`config.mk`:
```
export PLATFORM = sky130hd
export DESIGN_NAME = seq_frame_gen_flat
export DESIGN_NICKNAME = d
export VERILOG_FILES = /design/src/rtl/seq_gen_pkg.sv /design/src/rtl/seq_frame_gen_if.sv /design/src/rtl/seq_gen_piso.sv /design/src/rtl/seq_frame_gen.sv /design/src/flat_wrapper.sv
export SDC_FILE = /design/constraint.sdc
export NUM_CORES = 1
export LEC_CHECK = 0
export ABC_AREA = 1
export CORE_MARGIN = 3
export CORE_UTILIZATION = 55
export CTS_CLUSTER_SIZE = 16
export DETAILED_ROUTE_END_ITERATION = 10
export GPL_ROUTABILITY_DRIVEN = 1
export GPL_TIMING_DRIVEN = 1
export MAX_ROUTING_LAYER = met4
export PLACE_DENSITY = 0.82
export SLEW_MARGIN = 30
export SYNTH_ARGS = -nofsm -noshare
export SYNTH_HDL_FRONTEND = slang
export SYNTH_SLANG_ARGS = --single-unit
```
`constraint.sdc`:
```
create_clock -name clk -period 3.7 [get_ports clk]
set_clock_uncertainty 0.2 [all_clocks]
set_input_delay 0.37 -clock clk [delete_from_list [all_inputs] [get_ports clk]]
set_output_delay 0.37 -clock clk [all_outputs]
set_load 0.005 [all_outputs]
```
`src/rtl/seq_gen_pkg.sv`:
```
// Shared types and defaults for the serial frame generator.
// Holds the FSM state encoding, the default sync marker and a helper
// that sizes the bit counter.
package seq_gen_pkg;

    typedef enum logic [1:0] {
        ST_IDLE,
        ST_SYNC,
        ST_DATA,
        ST_PARITY
    } state_e;

    localparam int                    DEF_SYNC_W   = 4;
    localparam logic [DEF_SYNC_W-1:0] DEF_SYNC_PAT = 4'b1011;

    // Counter width: enough bits to hold max(a,b)-1, never less than one bit.
    function automatic int cnt_width(input int a, input int b);
        int m;
        m = (a > b) ? a : b;
        return (m > 1) ? $clog2(m) : 1;
    endfunction

endpackage : seq_gen_pkg

```
`src/rtl/seq_frame_gen_if.sv`:
```
// Payload handshake bundle between a word source and the frame generator.
// The master offers in_valid/in_data; the slave answers with in_ready.
interface seq_frame_gen_if #(
    parameter int DATA_W = 8
) ();

    logic              in_valid;
    logic [DATA_W-1:0] in_data;
    logic              in_ready;

    modport master (
        output in_valid,
        output in_data,
        input  in_ready
    );

    modport slave (
        input  in_valid,
        input  in_data,
        output in_ready
    );

endinterface : seq_frame_gen_if

```
`src/rtl/seq_gen_piso.sv`:
```
// Parallel-in serial-out shift register. Load has priority over shift;
// the MSB is always presented on msb_o and each shift moves the next bit up.
module seq_gen_piso #(
    parameter int WIDTH = 8
) (
    input  logic             clk,
    input  logic             rst_n,
    input  logic             load_i,
    input  logic             shift_i,
    input  logic [WIDTH-1:0] data_i,
    output logic             msb_o
);

    logic [WIDTH-1:0] sh_q;

    // Capture a new word on load, otherwise shift left towards the MSB.
    // NOTE: clocked state is always written with <= so every register samples
    // the pre-edge values of its inputs, independent of statement order.
    always_ff @(posedge clk or negedge rst_n) begin
        if (!rst_n) begin
            sh_q <= '0;
        end else if (load_i) begin
            sh_q <= data_i;
        end else if (shift_i) begin
            sh_q <= sh_q << 1;
        end
    end

    assign msb_o = sh_q[WIDTH-1];

endmodule : seq_gen_piso

```
`src/rtl/seq_frame_gen.sv`:
```
// Serial frame transmitter: sync marker, then payload MSB-first, then an
// optional even-parity bit, on a registered single-bit line idling at 0.
// Optional feature: define SEQ_FRAME_GEN_PARITY_EN to append the parity bit.
module seq_frame_gen
    import seq_gen_pkg::*;
#(
    parameter int                DATA_W   = 8,
    parameter int                SYNC_W   = DEF_SYNC_W,
    parameter logic [SYNC_W-1:0] SYNC_PAT = DEF_SYNC_PAT
) (
    input  logic                  clk,
    input  logic                  rst_n,
    seq_frame_gen_if.slave        in_if,
    output logic                  x_out,
    output logic                  busy,
    output logic                  done
);

    localparam int              CW        = cnt_width(SYNC_W, DATA_W);
    localparam logic [CW-1:0]   SYNC_LAST = CW'(SYNC_W - 1);
    localparam logic [CW-1:0]   DATA_LAST = CW'(DATA_W - 1);
    localparam logic [CW-1:0]   CNT_ONE   = CW'(1);

    state_e            state_q, state_d;
    logic [CW-1:0]     cnt_q, cnt_d;
    logic              x_out_q, x_out_d;
    logic              busy_q, busy_d;
    logic              done_q, done_d;
    logic              hs;
    logic              load;
    logic              shift;
    logic              payload_msb;
    logic [SYNC_W-1:0] sync_sh;
`ifdef SEQ_FRAME_GEN_PARITY_EN
    logic              parity_q;
`endif

    assign in_if.in_ready = (state_q == ST_IDLE);
    assign hs             = in_if.in_valid && (state_q == ST_IDLE);

    seq_gen_piso #(
        .WIDTH (DATA_W)
    ) u_payload (
        .clk     (clk),
        .rst_n   (rst_n),
        .load_i  (load),
        .shift_i (shift),
        .data_i  (in_if.in_data),
        .msb_o   (payload_msb)
    );

    // Next state and counter, then the line value for the bit that the next
    // state will carry, so x_out/done/busy can be registered without lag.
    // NOTE: every variable driven here gets a default first, so no path
    // leaves one unassigned and no latch is inferred.
    always_comb begin
        state_d = state_q;
        cnt_d   = cnt_q;
        load    = 1'b0;
        shift   = 1'b0;
        x_out_d = 1'b0;
        done_d  = 1'b0;

        case (state_q)
            ST_IDLE: begin
                if (hs) begin
                    state_d = ST_SYNC;
                    cnt_d   = SYNC_LAST;
                    load    = 1'b1;
                end
            end
            ST_SYNC: begin
                if (cnt_q == '0) begin
                    state_d = ST_DATA;
                    cnt_d   = DATA_LAST;
                end else begin
                    cnt_d = cnt_q - CNT_ONE;
                end
            end
            ST_DATA: begin
                if (cnt_q == '0) begin
`ifdef SEQ_FRAME_GEN_PARITY_EN
                    state_d = ST_PARITY;
`else
                    state_d = ST_IDLE;
`endif
                end else begin
                    cnt_d = cnt_q - CNT_ONE;
                end
            end
`ifdef SEQ_FRAME_GEN_PARITY_EN
            ST_PARITY: begin
                state_d = ST_IDLE;
            end
`endif
            default: begin
                state_d = ST_IDLE;
                cnt_d   = '0;
            end
        endcase

        sync_sh = SYNC_PAT >> cnt_d;

        case (state_d)
            ST_SYNC: begin
                x_out_d = sync_sh[0];
            end
            ST_DATA: begin
                // The shift register's MSB is the next payload bit; consume it.
                x_out_d = payload_msb;
                shift   = 1'b1;
`ifndef SEQ_FRAME_GEN_PARITY_EN
                done_d  = (cnt_d == '0);
`endif
            end
`ifdef SEQ_FRAME_GEN_PARITY_EN
            ST_PARITY: begin
                x_out_d = parity_q;
                done_d  = 1'b1;
            end
`endif
            default: begin
                x_out_d = 1'b0;
            end
        endcase

        busy_d = (state_d != ST_IDLE);
    end

    // State, counter and registered line outputs; reset aborts any frame.
    always_ff @(posedge clk or negedge rst_n) begin
        if (!rst_n) begin
            state_q <= ST_IDLE;
            cnt_q   <= '0;
            x_out_q <= 1'b0;
            busy_q  <= 1'b0;
            done_q  <= 1'b0;
        end else begin
            state_q <= state_d;
            cnt_q   <= cnt_d;
            x_out_q <= x_out_d;
            busy_q  <= busy_d;
            done_q  <= done_d;
        end
    end

`ifdef SEQ_FRAME_GEN_PARITY_EN
    // Even parity of the accepted payload, latched at the handshake.
    always_ff @(posedge clk or negedge rst_n) begin
        if (!rst_n) begin
            parity_q <= 1'b0;
        end else if (hs) begin
            parity_q <= ^in_if.in_data;
        end
    end
`endif

    assign x_out = x_out_q;
    assign busy  = busy_q;
    assign done  = done_q;

endmodule : seq_frame_gen

```
`src/flat_wrapper.sv`:
```
// flat-port wrapper written by rule: the top's interface ports become plain ports
module seq_frame_gen_flat import seq_gen_pkg::*;
#(
    parameter int                DATA_W   = 8,
    parameter int                SYNC_W   = DEF_SYNC_W,
    parameter logic [SYNC_W-1:0] SYNC_PAT = DEF_SYNC_PAT
)
  (clk, rst_n, x_out, busy, done, in_if_in_valid, in_if_in_data, in_if_in_ready);
  seq_frame_gen_if #(.DATA_W(DATA_W)) in_if_i ();
  input  logic clk;
  input  logic rst_n;
  output logic x_out;
  output logic busy;
  output logic done;
  input wire logic [$bits(in_if_i.in_valid)-1:0] in_if_in_valid;
  input wire logic [$bits(in_if_i.in_data)-1:0] in_if_in_data;
  output wire logic [$bits(in_if_i.in_ready)-1:0] in_if_in_ready;
  assign in_if_i.in_valid = in_if_in_valid;
  assign in_if_i.in_data = in_if_in_data;
  assign in_if_in_ready = in_if_i.in_ready;
  seq_frame_gen #(.DATA_W(DATA_W), .SYNC_W(SYNC_W), .SYNC_PAT(SYNC_PAT)) u_core (.clk(clk), .rst_n(rst_n), .in_if(in_if_i), .x_out(x_out), .busy(busy), .done(done));
endmodule
```
==> flow_summary.yaml <==
outcome:
  status: "completed"
route:
  drt_pass1_iterations: 4
  wire_per_inst_um: 12.53
  vias: 698
  wirelength_mm: 1.692
  drtIter0Drc: 21
  ant_nets: 0
  via_per_inst: 5.170
  drc: 0
floorplanning:
  rows: 14
  coreArea_um2: 1541
  dieArea_um2: 2186
  start_util_pct: 59.25
  die_h_um: 46.75
  io_pins: 15
  dieWidth_um: 46.75
placed_design:
  place_congestion: 0.8464
  io_buffers: 14
  pre_cts_ws_ns: 1.031
  dp_hpwl_mm: 1.346
clock_tree:
  cts_max_level: 1
  clock_sinks: 16
  clockRootBuffer: "clkbuf_4"
  clk_pin_slew_ns: 0.09
  cts_hold_buf: 0
  cts_made_buffers: 3
  cts_buffer_depth: 2
  cts_setup_buffers: 0
  clk_latency_ns: 0.28
  cts_resized: 0
  cts_tree: "built"
grt:
  grt_use_total_pct: 19.89
  grt_pass1_vias: 662
  antenna_found_initial: 0
  grt_pass1_wl_mm: 2.877
  gr-total-overflow: 0
  grt_max_degree: 17
finish:
  mostFrequentLayoutCell: "nand2_1"
  nets: 138
  fill_cells: 130
  final_cell_mix: "25 x nand2_1, 21 x inv_1, 16 x dfrtp_1"
  seqCellArea_um2: 400.4
  multi_input_comb_area_um2: 410.4
  drive_above_1_share_pct: 11.76
  diodes: 0
  area_delta_synth_final_pct: 18.36
critical_path:
  crit_start: "u_core.cnt_q[0]"
  cp_max_fo: 10
  crit_path_end_kind: "register"
  cp.arrival_ns: 2.47
  cp-start-kind: "register"
  rr_startpoint: "u_core.cnt_q[0]"
  cp.required_ns: 3.64
  criticalPathCategory: "register to register"
timing:
  fin_crit_sh_pct: 68.20
  rsz0062_at_grt: "no"
  finalMaxSlewViolations: 0
  setup_ws_ns: 1.177
  fin_setup_tns_ns: 0
  tightestPinTransition_ns: 0.7185
  fin_crit_ns: 2.523
  hold_violations: 0
  fmaxAchievable_mhz: 396.3
  hold_slack_ns: 0.3154
  relSlewSlack_pct: 51.95
  setup_viol: 0
power_and_ir_drop:
  p_int_mw: 0.5085
  ir_worst_vdd_mv: 0.5136
  power.switching_mw: 0.4118
  combPwrFrac_pct: 57.0
  swShare_pct: 44.74
  power.density_nw_per_um2: 851.3
  p_leak_nw: 0.5389
  clkPwrFrac_pct: 9.2
  p_seq_share_pct: 33.8
yosys:
  ys.warnings.count: 0
  synth_area_um2: 913.4
  syn_nets: 121
  synth_cell_types: 19
  syn_area_per_cell_um2: 8.782
  synthCells: 104
  ys_ff_latch: 16
  synth-seq-area-share_pct: 43.84
job:
  drv_cap: 0
min_path:
  hp-class: "primary input to asynchronous set/reset pin"
-- power by group through the flow --
stage | Sequential (mW) | Clock [mW] | Combinational [mW]
after floorplan | 0.301 | 0 | 0.403
after global placement | 0.313 | 0 | 0.494
after detailed placement | 0.314 | 0 | 0.525
after CTS | 0.311 | 0.0896 | 0.529
after global routing | 0.321 | 0.0960 | 0.603
final | 0.311 | 0.0851 | 0.524
-- worst paths after layout --
path | to | slack, ns | cells after the start
worst max-delay path | u_core.u_payload.sh_q[5] | 1.18 | 7
worst min-delay path | u_core.x_out | 0.32 | 1
worst max register to register | u_core.u_payload.sh_q[5] | 1.18 | 7
worst min register to register | u_core.u_payload.sh_q[2] | 0.34 | 2
max in group asynchronous | u_core.cnt_q[2] | 2.52 | 1
min in group clk | u_core.u_payload.sh_q[2] | 0.34 | 2
-- Yosys cell counts --
cell,n,share of area (%)
ha_1,6,8.2
a21oi_1,3,1.6
o21ai_2,1,0.96
nor2_4,1,1.2
clkbuf_1,1,0.41
nand2_8,1,2.2
o22ai_2,1,1.4
o21ai_0,3,1.6
nand3_1,10,5.5
o211ai_2,6,8.2
inv_6,1,0.96
buf_6,1,1.2
nor3_1,1,0.55
dfrtp_1,16,44
inv_1,21,8.6
nor2_1,4,1.6
o21a_1,1,0.82
or2_1,1,0.69
nand2_1,25,10
-- cells by family (layout without fill, tap and decap cells) --
logic type,after synthesis,after routing,synth area share [%]
adder cells (fa/ha/maj),6,6,8.219
buffers and inverters,24,39,11.23
AO/OA/AOI/OAI,15,15,14.66
flip-flops,16,16,43.84
AND/OR/NAND/NOR,43,43,22.05
-- metal layers --
layer | part of all wire [%] | global-route usage (%)
met1 | 47 | 25.00
met2 | 48 | 29.95
met3 | 4.1 | 6.897
met4 | 0.71 | 6.630
met5 | 0 | -
-- registers in the layout (all words and copies together) (netlist names) --
signal,cells
u_core.state_q,2
u_core.busy,1
u_core.done,1
u_core.cnt_q,3
u_core.u_payload.sh_q,8
u_core.x_out,1
-- critical path, stage by stage, from the launching register on --
cell	delay, ns
dfrtp_1	0.42
inv_1	0.11
ha_1	0.19
nand2_1	0.17
o21ai_0	0.33
ha_1	0.42
or2_1	0.44
o211ai_2	0.12
-- layout make-up --
cell class / instances / area share [%]
inverters: 22 / 8.102
well taps: 16 / 1.852
clock buffers: 3 / 2.083
repair buffers: 14 / 12.96
multi-input cells: 64 / 37.96
flip-flops and latches: 16 / 37.04
-- metrics by stage --
| stage | utilization [%] | instance area [um^2] | total power, mW | instances |
|---|---|---|---|---|
| 2_1_floorplan | - | 913.4 | 0.7040 | 104 |
| 3_3_place_gp | 68.67 | 1059 | 0.8063 | 132 |
| 3_5_place_dp | 68.67 | 1059 | 0.8384 | 132 |
| 4_1_cts | 70.13 | 1081 | 0.9287 | 135 |
| 5_1_grt | 70.13 | 1081 | 1.021 | 135 |
| 6_report | 70.13 | 1081 | 0.9203 | 135 |
Note: power is estimated with default switching activity, not from simulation.
==> RTL change 1 (config.mk and constraints unchanged) <==
Add a define of `SEQ_FRAME_GEN_PARITY_EN`.
--- a/src/rtl/seq_frame_gen.sv
+++ b/src/rtl/seq_frame_gen.sv
@@ -1,6 +1,8 @@
 // Serial frame transmitter: sync marker, then payload MSB-first, then an
 // optional even-parity bit, on a registered single-bit line idling at 0.
 // Optional feature: define SEQ_FRAME_GEN_PARITY_EN to append the parity bit.
+`define SEQ_FRAME_GEN_PARITY_EN
+
 module seq_frame_gen
     import seq_gen_pkg::*;
 #(
Function: no difference found for any inputs over 10 cycles, from zero or initial values and one cycle with rst_n low; that may be too few to reach the edited logic, so the function may still have changed.
==> RTL change 1 against the unedited design <==
Utilization down 0.38 points. Sequential power down 2%. Area after synthesis up 13%. Design area up 13%. Sequential cell count up 1. Routed wire length up 18%. Highest routed layer unchanged. Total power down 7.8%. Fmax up 24%. Worst setup slack better by 0.50 ns. Hold slack worse by 0.020 ns.
==> RTL change 1: results (changes against the unedited design) <==
- Outcome: finished, final reports clean
- Most frequent cells after synthesis: 54 x nand2_1, 19 x nand3_1, 17 x dfrtp_1
- Pre-CTS setup slack: 1.66 ns (+0.634 ns)
- Fraction of layout instances using a drive strength above 1: 0.0719 (-0.0458)
- Regs by FF count: u_core.u_payload.sh_q (8), u_core.cnt_q (3), u_core.state_q (2)
- Inst Count DP: 174 (+32%)
- Finished Layout Cells: 178 (+32%)
- Total Routing Usage GR: 0.200 (+0.00141)
- Max VDD drop: 481 µV (-6.3%)
- Placed Area: 1190 µm² (+13%)
- WP data arrival: 1.46 ns (-1.01 ns)
- Sequential area share after synthesis: 0.411 (-0.0277)
- Min-Delay Path Class: reg -> reg
- Slew HR: 0.501 (-0.0188)
- Reg2Reg Depth: 10 (+3)
- FF-to-FF End: u_core.x_out$_DFF_PN0_
- Yosys warning count: 0 (unchanged)
- Syn Nets: 151 (+25%)
- Max Root-Sink Buffers: 2 (unchanged)
- First-pass GRT wire length: 3650 µm (+27%)
- Hold EP: u_core.parity_q$_DFFE_PN0P_
- R2r startpoint: u_core.cnt_q[1]$_DFF_PN0_
- Placer congestion estimate: 0.853 (+0.83%)
- Flop2flop setup slack: 1.81 ns (+0.63 ns)
- Fillcell total: 126 (-3.1%)
- Hpwl dp: 1580 µm (+17%)
- Root Buffer: clkbuf_4
- Min Hold Slack: 0.295 ns (-0.0204 ns)
- Synth Instances: 137 (+32%)
- Routed length per placed instance: 11.2 µm (-11%)
- Clk pin slew, worst setup/hold paths: 0.09 ns (about the same)
- Initial DRC count: 31 (+48%)
- First-pass DRT Iterations: 5 (+1)
- Vias in the first global route: 833 (+26%)
- Final min period: 2.03 ns (-0.496 ns)
- Synth top area cells: dfrtp_1 41%, nand2_1 20%, nand3_1 9.2%
- Hold Path Cell Cnt: 2
- Largest net degree at the start of global routing: 20 (+3)
- CP Max Fanout: 4 (-6)
- Switching share of power: 0.435 (-0.0127)
- P_leak: 0.640 nW (+19%)
- Vias/cell: 5.06 (-2.2%)
- Cell variety after synth: 21 (+2)
- Port-buffer cells: 14 (unchanged)
- Util after Layout: 0.697 (-0.00381)
[RTL change 1: cell count changes in the layout (fill, tap and decap cells not counted), moves of 4 or more]
cell      before  now
inv_1         21   12
nand2_1       25   54
nand3_1       10   19
nor2_1         4    8
o211ai_2       6    0
xnor2_1        0    4
xor2_1         0    4
[RTL change 1: area by class of cell]
| cell class | instances | share of cell area |
|---|---|---|
| clock buffer | 4 | 0.0216 |
| timing repair buffer | 14 | 0.115 |
| multi-input combinational | 104 | 0.445 |
| tap | 25 | 0.0257 |
| inverter | 14 | 0.0432 |
| sequential | 17 | 0.349 |
[RTL change 1: worst max path at each step]
stage	end	from
floorplan	u_core.x_out$_DFF_PN0_	u_core.cnt_q[0]$_DFF_PN0_
global placement	u_core.u_payload.sh_q[3]$_DFFE_PN0P_	in_if_in_valid
detailed placement	u_core.u_payload.sh_q[3]$_DFFE_PN0P_	in_if_in_valid
CTS	in_if_in_ready	u_core.state_q[1]$_DFF_PN0_
global route	u_core.x_out$_DFF_PN0_	u_core.cnt_q[1]$_DFF_PN0_
finish	in_if_in_ready	u_core.state_q[1]$_DFF_PN0_
[RTL change 1: logic make-up after synthesis]
kind of cell               count (synthesis)  share of synthesized area
DFF                                       17                      0.411
AOI/OAI and AO/OA                          1                    0.00483
buffers and inverters                     16                     0.0664
xor gates and xnor gates                   8                     0.0676
and+or+nand+nor                           92                      0.414
adders and majority gates                  3                     0.0362
[RTL change 1: power by group through the flow]
stage | registers, mW | logic, mW | clock network (mW)
floorplan | 0.300 | 0.345 | 0
global placement | 0.305 | 0.430 | 0
detailed placement | 0.308 | 0.446 | 0
CTS | 0.304 | 0.448 | 0.103
global route | 0.315 | 0.523 | 0.110
finish | 0.304 | 0.445 | 0.0986
[RTL change 1: metal layers]
layer | vias up | routed length (µm) | track usage
met5 | - | 0 | -
met4 | 0 | 18 | 0.0415
met3 | 3 | 93 | 0.0459
met2 | 27 | 1020 | 0.342
met1 | 406 | 858 | 0.243
li1 | 464 | - | -
[RTL change 1: worst max-delay path, stage by stage, from the launching register on]
cell and delay [ns]:
dfrtp_1 0.44, nor2_4 0.19, clkdlybuf4s50_1 0.53
==> RTL change 2 (same settings) <==
Made on the original files. The 4 states of `state_e` get a one-hot encoding in 4 bits.
--- a/src/rtl/seq_gen_pkg.sv
+++ b/src/rtl/seq_gen_pkg.sv
@@ -3,11 +3,11 @@
 // that sizes the bit counter.
 package seq_gen_pkg;
 
-    typedef enum logic [1:0] {
-        ST_IDLE,
-        ST_SYNC,
-        ST_DATA,
-        ST_PARITY
+    typedef enum logic [3:0] {
+        ST_IDLE   = 4'b0001,
+        ST_SYNC   = 4'b0010,
+        ST_DATA   = 4'b0100,
+        ST_PARITY = 4'b1000
     } state_e;
 
     localparam int                    DEF_SYNC_W   = 4;
Formal check against the unedited RTL: no difference found for any inputs over 10 cycles, from zero or initial values and one cycle with rst_n low; not proved beyond that.
==> RTL change 2 against the unedited design <==
Routed wire length grew 12%. Utilization is 0.91 points higher. Sequential cell count up 2. Cell count rose by 26%. Area after synthesis grew 14%. Worst setup slack better by 0.21 ns. Critical endpoint is now in_if_in_ready. Via count is 22% higher. Critical path depth is 2 lower. Design area up 15%.
Power is not compared: it rests on default switching activity, and its combinational part moved more than twofold at a synthesized area within 25%.
==> RTL change 2: results (changes against the unedited design) <==
- First-pass GRT wire length: 3540 µm (+23%)
- Min-Delay Path Class: reg -> reg
- Total Routing Usage GR: 0.187 (-0.0116)
- Initial DRC count: 14 (-33%)
- Final worst slack: 1.39 ns (+0.210 ns)
- Crit path capture: in_if_in_ready
- Flop2flop setup slack: 1.80 ns (+0.62 ns)
- Largest net degree at the start of global routing: 19 (+2)
- Placer congestion estimate: 0.859 (+1.5%)
- Pre-CTS setup slack: 1.72 ns (+0.687 ns)
- Fraction of layout instances using a drive strength above 1: 0.159 (+0.0410)
- Worst Max-Slew Pin Slew: 0.785 ns (+0.0667 ns)
- Regs by FF count: u_core.u_payload.sh_q (8), u_core.state_q (4), u_core.cnt_q (3)
- FF-to-FF End: u_core.x_out$_DFF_PN0_
- Vias/cell: 5.01 (-3.2%)
- Min Hold Slack: 0.305 ns (-0.0103 ns)
- Most frequent cells after synthesis: 33 x nand2_1, 21 x inv_1, 17 x dfrtp_1
- Reg2Reg Depth: 10 (+3)
- Outcome: finished, final reports clean
- Routed via count: 851 (+22%)
- Htree depth: 1 (unchanged)
- Vias in the first global route: 841 (+27%)
- Cell variety after synth: 24 (+5)
- Inst Count DP: 166 (+26%)
- Layout Nets: 160 (+16%)
- Routed length per placed instance: 11.2 µm (-11%)
- Hpwl dp: 1480 µm (+9.9%)
- Avg Synthesized Cell Area: 8.10 µm² (-7.7%)
- Setup Fix Bufs, Post-CTS: 0 (unchanged)
- Sequential area share after synthesis: 0.435 (-0.00289)
- Switching share of power: 0.321
- Placed Area: 1200 µm² (+14%)
- Synth top area cells: dfrtp_1 41%, nand2_1 12%, inv_1 7.6%
- Seq pwr: 0.260 mW
- Critical Path Start: u_core.state_q[0]$_DFF_PN1_
- Hold Path Cell Cnt: 2
- Post-Synth Adder-Cell Area: 0.0362 (-0.0460)
- Synth Area in Compound Gates: 0.0748 (-0.0718)
- Initial antenna violation count: 0 (unchanged)
- CP Max Fanout: 4 (-6)
- Syn Nets: 142 (+17%)
- WP data arrival: 1.74 ns (-0.73 ns)
[RTL change 2: cell count changes in the layout (fill, tap and decap cells not counted), moves of 2 or more]
cell      delta
ha_1         -3
nand4_1      +6
nor2_2       +4
nand3_1      +5
nand3_2      +2
o21ai_1      +3
nand2_1      +8
inv_2        +2
a21oi_1      -2
nand2_2      +3
o211ai_2     -6
[RTL change 2: per-layer routing]
metal / vias to the layer above / track usage / share of wire
li1: 441 / - / -
met1: 390 / 0.238 / 0.46
met2: 16 / 0.324 / 0.50
met3: 4 / 0.0183 / 0.031
met4: 0 / 0.0415 / 0.012
met5: - / - / 0
[RTL change 2: layout make-up]
class / count / area (µm²)
multi-input cells: 86 / 494
repair buffers: 14 / 140
inverters: 23 / 86.3
clock buffers: 4 / 36.3
flip-flops and latches: 18 / 452
well taps: 25 / 31.3
fillers: 147 / 505
[RTL change 2: critical path: stages (launching register included)]
cell and delay (ns):
dfstp_2 0.55, inv_1 0.10, nor2_4 0.14, nand2_1 0.12
inv_1 0.07, clkdlybuf4s50_1 0.49
